## src/rtl/buffer_ctrl_pkg.sv

```systemverilog
// Shared types and sizing helpers for the capture buffer controller.
package buffer_ctrl_pkg;

  typedef enum logic [2:0] {
    ST_IDLE      = 3'd0,
    ST_ARMED     = 3'd1,
    ST_CAPTURING = 3'd2,
    ST_STOPPING  = 3'd3,
    ST_DONE      = 3'd4
  } seq_state_t;

  localparam int DEFAULT_CHANNELS = 8;

  // Banking mode selects 1..CHANNELS banks in powers of two, so it needs
  // enough bits to hold log2(CHANNELS); never narrower than one bit.
  function automatic int bank_mode_width(input int channels);
    int w;
    w = $clog2($clog2(channels) + 1);
    return (w < 1) ? 1 : w;
  endfunction

  localparam int BANK_MODE_WIDTH = bank_mode_width(DEFAULT_CHANNELS);

endpackage

```

## src/rtl/rising_edge_detect.sv

```systemverilog
// One-bit rising-edge detector for level-style software commands.
module rising_edge_detect (
  input  logic clk,
  input  logic srst,
  input  logic din,
  output logic rise
);

  logic din_d_q;
  logic din_d_d;
  logic hold_q;
  logic hold_d;

  // A level already high when reset is applied must drop before it can
  // count as a new command, so hold blocks the edge until din is seen low.
  always_comb begin
    din_d_d = din;
    hold_d  = hold_q & din;
  end

  always_ff @(posedge clk) begin
    if (srst) begin
      din_d_q <= 1'b0;
      hold_q  <= din;
    end else begin
      din_d_q <= din_d_d;
      hold_q  <= hold_d;
    end
  end

  assign rise = din & ~din_d_q & ~hold_q;

endmodule

```

## src/rtl/buffer_capture_sequencer.sv

```systemverilog
// Capture-domain sequencer: turns arm/stop/reset commands and a trigger into
// start/stop/reset pulses for the BRAM capture buffer and tracks its status.
module buffer_capture_sequencer
  import buffer_ctrl_pkg::*;
#(
  parameter int CHANNELS     = 8,
  parameter int LENGTH_WIDTH = 32,
  parameter int STOP_DELAY   = 4
) (
  input  logic                                 capture_clk,
  input  logic                                 capture_reset,
  input  logic [bank_mode_width(CHANNELS)-1:0] cfg_banking_mode,
  input  logic [LENGTH_WIDTH-1:0]              cfg_length,
  input  logic                                 cmd_arm,
  input  logic                                 cmd_stop,
  input  logic                                 cmd_sw_reset,
  input  logic                                 trigger,
  input  logic                                 capture_valid,
  input  logic                                 capture_full,
  input  logic                                 readout_done,
  output logic [bank_mode_width(CHANNELS)-1:0] capture_banking_mode,
  output logic                                 capture_start,
  output logic                                 capture_stop,
  output logic                                 capture_sw_reset,
  output logic [2:0]                           seq_state,
  output logic [LENGTH_WIDTH-1:0]              beat_count,
  output logic                                 data_ready
);

  localparam int BMW   = bank_mode_width(CHANNELS);
  localparam int DLY_W = (STOP_DELAY > 1) ? $clog2(STOP_DELAY) : 1;
  localparam logic [DLY_W-1:0] DLY_LAST = (STOP_DELAY > 1) ? DLY_W'(STOP_DELAY - 1) : '0;

  logic arm_rise;
  logic stop_rise;

  rising_edge_detect u_arm_edge (
    .clk  (capture_clk),
    .srst (capture_reset),
    .din  (cmd_arm),
    .rise (arm_rise)
  );

  rising_edge_detect u_stop_edge (
    .clk  (capture_clk),
    .srst (capture_reset),
    .din  (cmd_stop),
    .rise (stop_rise)
  );

  seq_state_t              state_q, state_d;
  logic [BMW-1:0]          bank_q, bank_d;
  logic [LENGTH_WIDTH-1:0] len_q, len_d;
  logic [LENGTH_WIDTH-1:0] beat_q, beat_d;
  logic [DLY_W-1:0]        delay_q, delay_d;
  logic                    start_q, start_d;
  logic                    stop_q, stop_d;
  logic                    swr_q, swr_d;
  logic                    ready_q, ready_d;
  logic                    len_hit;

  // Length reached means this beat makes the count equal the latched length.
  assign len_hit = (len_q != '0) && capture_valid && (beat_q == len_q - 1'b1);

  always_comb begin
    state_d = state_q;
    bank_d  = bank_q;
    len_d   = len_q;
    beat_d  = beat_q;
    delay_d = delay_q;
    start_d = 1'b0;
    stop_d  = 1'b0;
    swr_d   = 1'b0;
    ready_d = ready_q;

    if (cmd_sw_reset) begin
      // Gated by swr_q so a held abort cannot produce back-to-back pulses.
      state_d = ST_IDLE;
      ready_d = 1'b0;
      swr_d   = ~swr_q;
      stop_d  = (state_q == ST_CAPTURING);
    end else begin
      case (state_q)
        ST_IDLE: begin
          if (arm_rise) begin
            bank_d  = cfg_banking_mode;
            len_d   = cfg_length;
            swr_d   = ~swr_q;
            state_d = ST_ARMED;
          end
        end
        ST_ARMED: begin
          if (stop_rise) begin
            state_d = ST_IDLE;
          end else if (trigger) begin
            start_d = 1'b1;
            beat_d  = '0;
            state_d = ST_CAPTURING;
          end
        end
        ST_CAPTURING: begin
          if (capture_valid && (beat_q != '1)) begin
            beat_d = beat_q + 1'b1;
          end
          if (stop_rise || capture_full || len_hit) begin
            stop_d  = 1'b1;
            delay_d = '0;
            state_d = ST_STOPPING;
          end
        end
        ST_STOPPING: begin
          if (delay_q == DLY_LAST) begin
            ready_d = 1'b1;
            state_d = ST_DONE;
          end else begin
            delay_d = delay_q + 1'b1;
          end
        end
        ST_DONE: begin
          if (readout_done) begin
            ready_d = 1'b0;
            state_d = ST_IDLE;
          end
        end
        default: begin
          state_d = ST_IDLE;
        end
      endcase
    end
  end

  always_ff @(posedge capture_clk) begin
    if (capture_reset) begin
      state_q <= ST_IDLE;
      bank_q  <= '0;
      len_q   <= '0;
      beat_q  <= '0;
      delay_q <= '0;
      start_q <= 1'b0;
      stop_q  <= 1'b0;
      swr_q   <= 1'b0;
      ready_q <= 1'b0;
    end else begin
      state_q <= state_d;
      bank_q  <= bank_d;
      len_q   <= len_d;
      beat_q  <= beat_d;
      delay_q <= delay_d;
      start_q <= start_d;
      stop_q  <= stop_d;
      swr_q   <= swr_d;
      ready_q <= ready_d;
    end
  end

  assign capture_banking_mode = bank_q;
  assign capture_start        = start_q;
  assign capture_stop         = stop_q;
  assign capture_sw_reset     = swr_q;
  assign seq_state            = state_q;
  assign beat_count           = beat_q;
  assign data_ready           = ready_q;

endmodule
```

## config.mk

```make
export PLATFORM = sky130hd
export DESIGN_NAME = buffer_capture_sequencer
export DESIGN_NICKNAME = d
export VERILOG_FILES = /design/src/rtl/buffer_ctrl_pkg.sv /design/src/rtl/rising_edge_detect.sv /design/src/rtl/buffer_capture_sequencer.sv
export SDC_FILE = /design/constraint.sdc
export NUM_CORES = 1
export LEC_CHECK = 0
export CORE_ASPECT_RATIO = 0.9
export CORE_MARGIN = 2
export CORE_UTILIZATION = 42
export CTS_BUF_LIST = sky130_fd_sc_hd__clkbuf_4 sky130_fd_sc_hd__clkbuf_8
export DETAILED_ROUTE_END_ITERATION = 8
export PLACE_DENSITY = 0.68
export SYNTH_ARGS = -nofsm -noshare
export SYNTH_HDL_FRONTEND = slang
export SYNTH_HIERARCHICAL = 1
export SYNTH_SLANG_ARGS = --single-unit
```

## constraint.sdc

```tcl
create_clock -name capture_clk -period 3.2 [get_ports capture_clk]
set_clock_uncertainty 0.15 [all_clocks]
set_input_delay 0.32 -clock capture_clk [delete_from_list [all_inputs] [get_ports capture_clk]]
set_output_delay 0.32 -clock capture_clk [all_outputs]
set_load 0.1 [all_outputs]
```

==> results.cfg, run 1 <==
[run_status]
status = finished, final reports clean

[place]
place_congestion = 0.884
place_area_um2 = 5690
numPortBuffers = 83
dp_hpwl_um = 9590
post_place_cells = 808
dpl_ws_ns = 0.0451

[yosys]
synthesis.yosys.warnings = 6
postSynthRegisterBits = 79
async_flop_share_pct = 0
mappedNetlistNets = 638
synth_common_cells = sky130_fd_sc_hd__nand2_1 (106), sky130_fd_sc_hd__dfxtp_1 (79), sky130_fd_sc_hd__nor2_1 (54), sky130_fd_sc_hd__a21oi_1 (48), sky130_fd_sc_hd__xnor2_1 (31)
yosysTopAreaCell = sky130_fd_sc_hd__dfxtp_1
post_synth_inst_count = 591
mappedNetlistArea_um2 = 4630
synth-edff-count = 0
most_frequent_cell_after_synthesis = sky130_fd_sc_hd__nand2_1
seq_area_frac_synth_pct = 34.2
dominantRegCellSynth = sky130_fd_sc_hd__dfxtp_1
synthDominantCellAreaShare_pct = 34.2
post_synth.cell_area_avg_um2 = 7.83
synth.top_cells.by_area = sky130_fd_sc_hd__dfxtp_1 (34%), sky130_fd_sc_hd__nand2_1 (8.6%), sky130_fd_sc_hd__xnor2_1 (5.9%)
ys_types = 64

[pwr]
power_leakage_nw = 2.24
pwr-share-seq_pct = 44.1
total_switching_power_mw = 0.671
combinational_fraction_of_design_power_pct = 23.4
power.total_mw = 2.33
power-per-cell-area_nw_per_um2 = 388
power.ir.vdd_worst_mv = 0.250
clock_share_of_power_pct = 32.5
internal-power_mw = 1.66
sw_frac_of_total_pct = 28.8

[die]
fp.dieArea_um2 = 11900
floorplan.rows = 36
floorplan.io_pins = 84
dieWidth_um = 115
initial_core_utilization_pct = 43.0
die_y_um = 104
core_region_area_um2 = 10800

[global_route]
antenna_found_initial = 0
grt.overflow.total = 0
total_global_routing_track_utilization_pct = 21.7
grt_start_max_net_pins = 45
first_global_vias = 4292
grt_first_pass_wirelength_um = 20700

[layout]
layout-drive-gt1-share_pct = 19.2
design_area_um2 = 6010
layout-area-overhead-vs-synth_pct = 29.8
insertedDiodeCount = 0
final_net_count = 736
finish.cell_count_without_fillers = 827
postLayoutCoreUtil_pct = 55.8

[drt]
route.detailed.drc = 0
wire_per_inst_um = 15.5
vias = 4562
viasPerCell = 5.52
routed_wirelength_um = 12800
ant_nets = 0
detail_route.iter0.violations = 281
firstDrtPassIters = 5

[setup_path]
maximum_single_stage_delay_on_the_critical_path_ns = 0.53
path_depth = 11
reg2reg_setup_slack_ns = 0.15
cp_num_buf_inv = 3
cp_common_cell = sky130_fd_sc_hd__nand4_1
critical_path.startpoint_type = flop
r2r.worst_path.cells = 11
startpoint = len_q[0]
worst-endpoint-required_ns = 3.34
timing.critical_path.fanout_max = 8
critical_path.endpoint_type = flop
cp_top_family = simple AND/OR/NAND/NOR gates
timing_worst_setup_path_type = reg2reg
rr_endpoint = capture_stop
critPathCapture = capture_stop
ordered_cell_list_for_the_critical_path = buf_6 > or4_4 > or3_1 > nand4_1 > nand4_1 > nor4_2 > buf_4 > nand4_1 > o31a_4 > buf_4 > a211oi_2
rr_startpoint = len_q[0]
critical-path-slowest-cell = sky130_fd_sc_hd__or4_4
worst-endpoint-arrival_ns = 3.19

[sta]
final_hold_slack_ns = 0.286
timing.final.ws_setup_ns = 0.155
setup_viol_count_final = 0
finalWorstPathRequiredPeriod_ns = 3.05
slew_viol_final = 0
fmaxAchievable_ghz = 0.328
rsz0062_at_grt = true
timing_worst_slew_pin_value_ns = 1.00
fin_setup_tns_ns = 0
post-route-period-util_pct = 95.2
report.final.hold_viol_count = 0
max_slew_margin_pct = 33.0

[worst_hold_path]
hold_path_class = reg2reg

[flow_run]
maxCapViolations = 0

[clock_network]
worstSkewPairLatency_ns = 0.37
cts_sinks = 79
clock_tree.buffer_depth = 2
root_buffer = sky130_fd_sc_hd__clkbuf_8
clk_pin_slew_ns = 0.07
htreeDepth = 3
cts_inserted_buffers = 9
tritoncts_clock_tree = built
-- power by group through the flow --
stage | combinational [mW] | clock (mW) | sequential (mW)
finish | 0.545 | 0.759 | 1.03
global placement | 0.501 | 0 | 1.05
global route | 0.593 | 0.822 | 1.03
CTS | 0.515 | 0.783 | 1.03
detailed placement | 0.511 | 0 | 1.05
floorplan | 0.313 | 0 | 1.07
-- sequential cells by signal, indices dropped and copies added (netlist names) --
signal	flops
len_q	32
capture_banking_mode	2
u_stop_edge/hold_q	1
u_stop_edge/din_d_q	1
capture_stop	1
data_ready	1
capture_start	1
seq_state	3
capture_sw_reset	1
beat_count	32
delay_q	2
u_arm_edge/din_d_q	1
u_arm_edge/hold_q	1
-- worst register-to-register path, stage by stage, from the launching register on --
cell and delay (ns):
sky130_fd_sc_hd__dfxtp_2 0.34, sky130_fd_sc_hd__buf_6 0.14, sky130_fd_sc_hd__or4_4 0.53, sky130_fd_sc_hd__or3_1 0.32
sky130_fd_sc_hd__nand4_1 0.09, sky130_fd_sc_hd__nand4_1 0.12, sky130_fd_sc_hd__nor4_2 0.35, sky130_fd_sc_hd__buf_4 0.17
sky130_fd_sc_hd__nand4_1 0.12, sky130_fd_sc_hd__o31a_4 0.31, sky130_fd_sc_hd__buf_4 0.14, sky130_fd_sc_hd__a211oi_2 0.20
-- layout by cell type, fill, tap and decap left out, drive strengths merged, types with 2 or more instances in the layout --
master         count
a211oi             6
a21oi             49
a311oi             2
a31oi              7
a32oi              2
and2               7
and3               6
and4               4
buf               74
clkbuf            12
clkdlybuf4s50     48
clkinv             3
dfxtp             79
ha                 4
inv               10
mux2               2
mux2i              3
nand2            106
nand2b             4
nand3             26
nand4             16
nand4b             3
nor2              55
nor2b              5
nor3              12
nor3b              4
nor4              18
nor4b              2
o211a              2
o211ai             2
o21a               2
o21ai             13
o22ai              2
o31a               6
o31ai              2
or2                4
or3               14
or4                6
xnor2             31
xor2              28
-- worst min-delay path by stage --
stage | start | endpoint | slack, ns | depth (start not counted)
2_1_floorplan | capture_reset | u_arm_edge/din_d_q | 0.24 | 1
3_3_place_gp | capture_sw_reset | capture_sw_reset | 0.26 | 1
3_5_place_dp | capture_sw_reset | capture_sw_reset | 0.28 | 1
4_1_cts | capture_sw_reset | capture_sw_reset | 0.29 | 1
5_1_grt | capture_sw_reset | capture_sw_reset | 0.30 | 1
6_report | capture_sw_reset | capture_sw_reset | 0.29 | 1
-- repair_timing --
action,CTS,global route
gates resized for setup,1,16
hold buffers,0,0
setup buffers,0,3
setup endpoints to repair,1,5
pin swaps,0,2
-- logic make-up after synthesis --
kind of cell	count (synthesis)	share of synthesized area, %
simple gates	294	33.2
flops	79	34.2
mux	5	1.14
fa+ha+maj	4	1.08
xor+xnor	59	11.2
buf+inv	45	4.03
compound gates	105	15.2
-- layer usage --
layer	part of all wire [%]	track usage, %
met3	7.2	7.20
met1	45	28.6
met2	46	33.8
met5	0	0
met4	1.3	6.53
-- area by class of cell --
class,instances,area [um2]
inverter,10,37.5
multi-input combinational,467,2970
sequential,79,1590
tap,133,166
clock inverter,4,45.0
clock buffer,12,153
fill,1002,4760
timing repair buffer,122,1050
Note: power is estimated with default switching activity, not from simulation.
==> run 2: changes to the inputs <==
--- a/config.mk
+++ b/config.mk
@@ -11,6 +11,7 @@
 export CTS_BUF_LIST = sky130_fd_sc_hd__clkbuf_4 sky130_fd_sc_hd__clkbuf_8
 export DETAILED_ROUTE_END_ITERATION = 8
 export PLACE_DENSITY = 0.68
+export SLEW_MARGIN = 5
 export SYNTH_ARGS = -nofsm -noshare
 export SYNTH_HDL_FRONTEND = slang
 export SYNTH_HIERARCHICAL = 1
==> results of run 2 <==
Same layout as run 1: the final DEF is identical, and so are final timing and power.
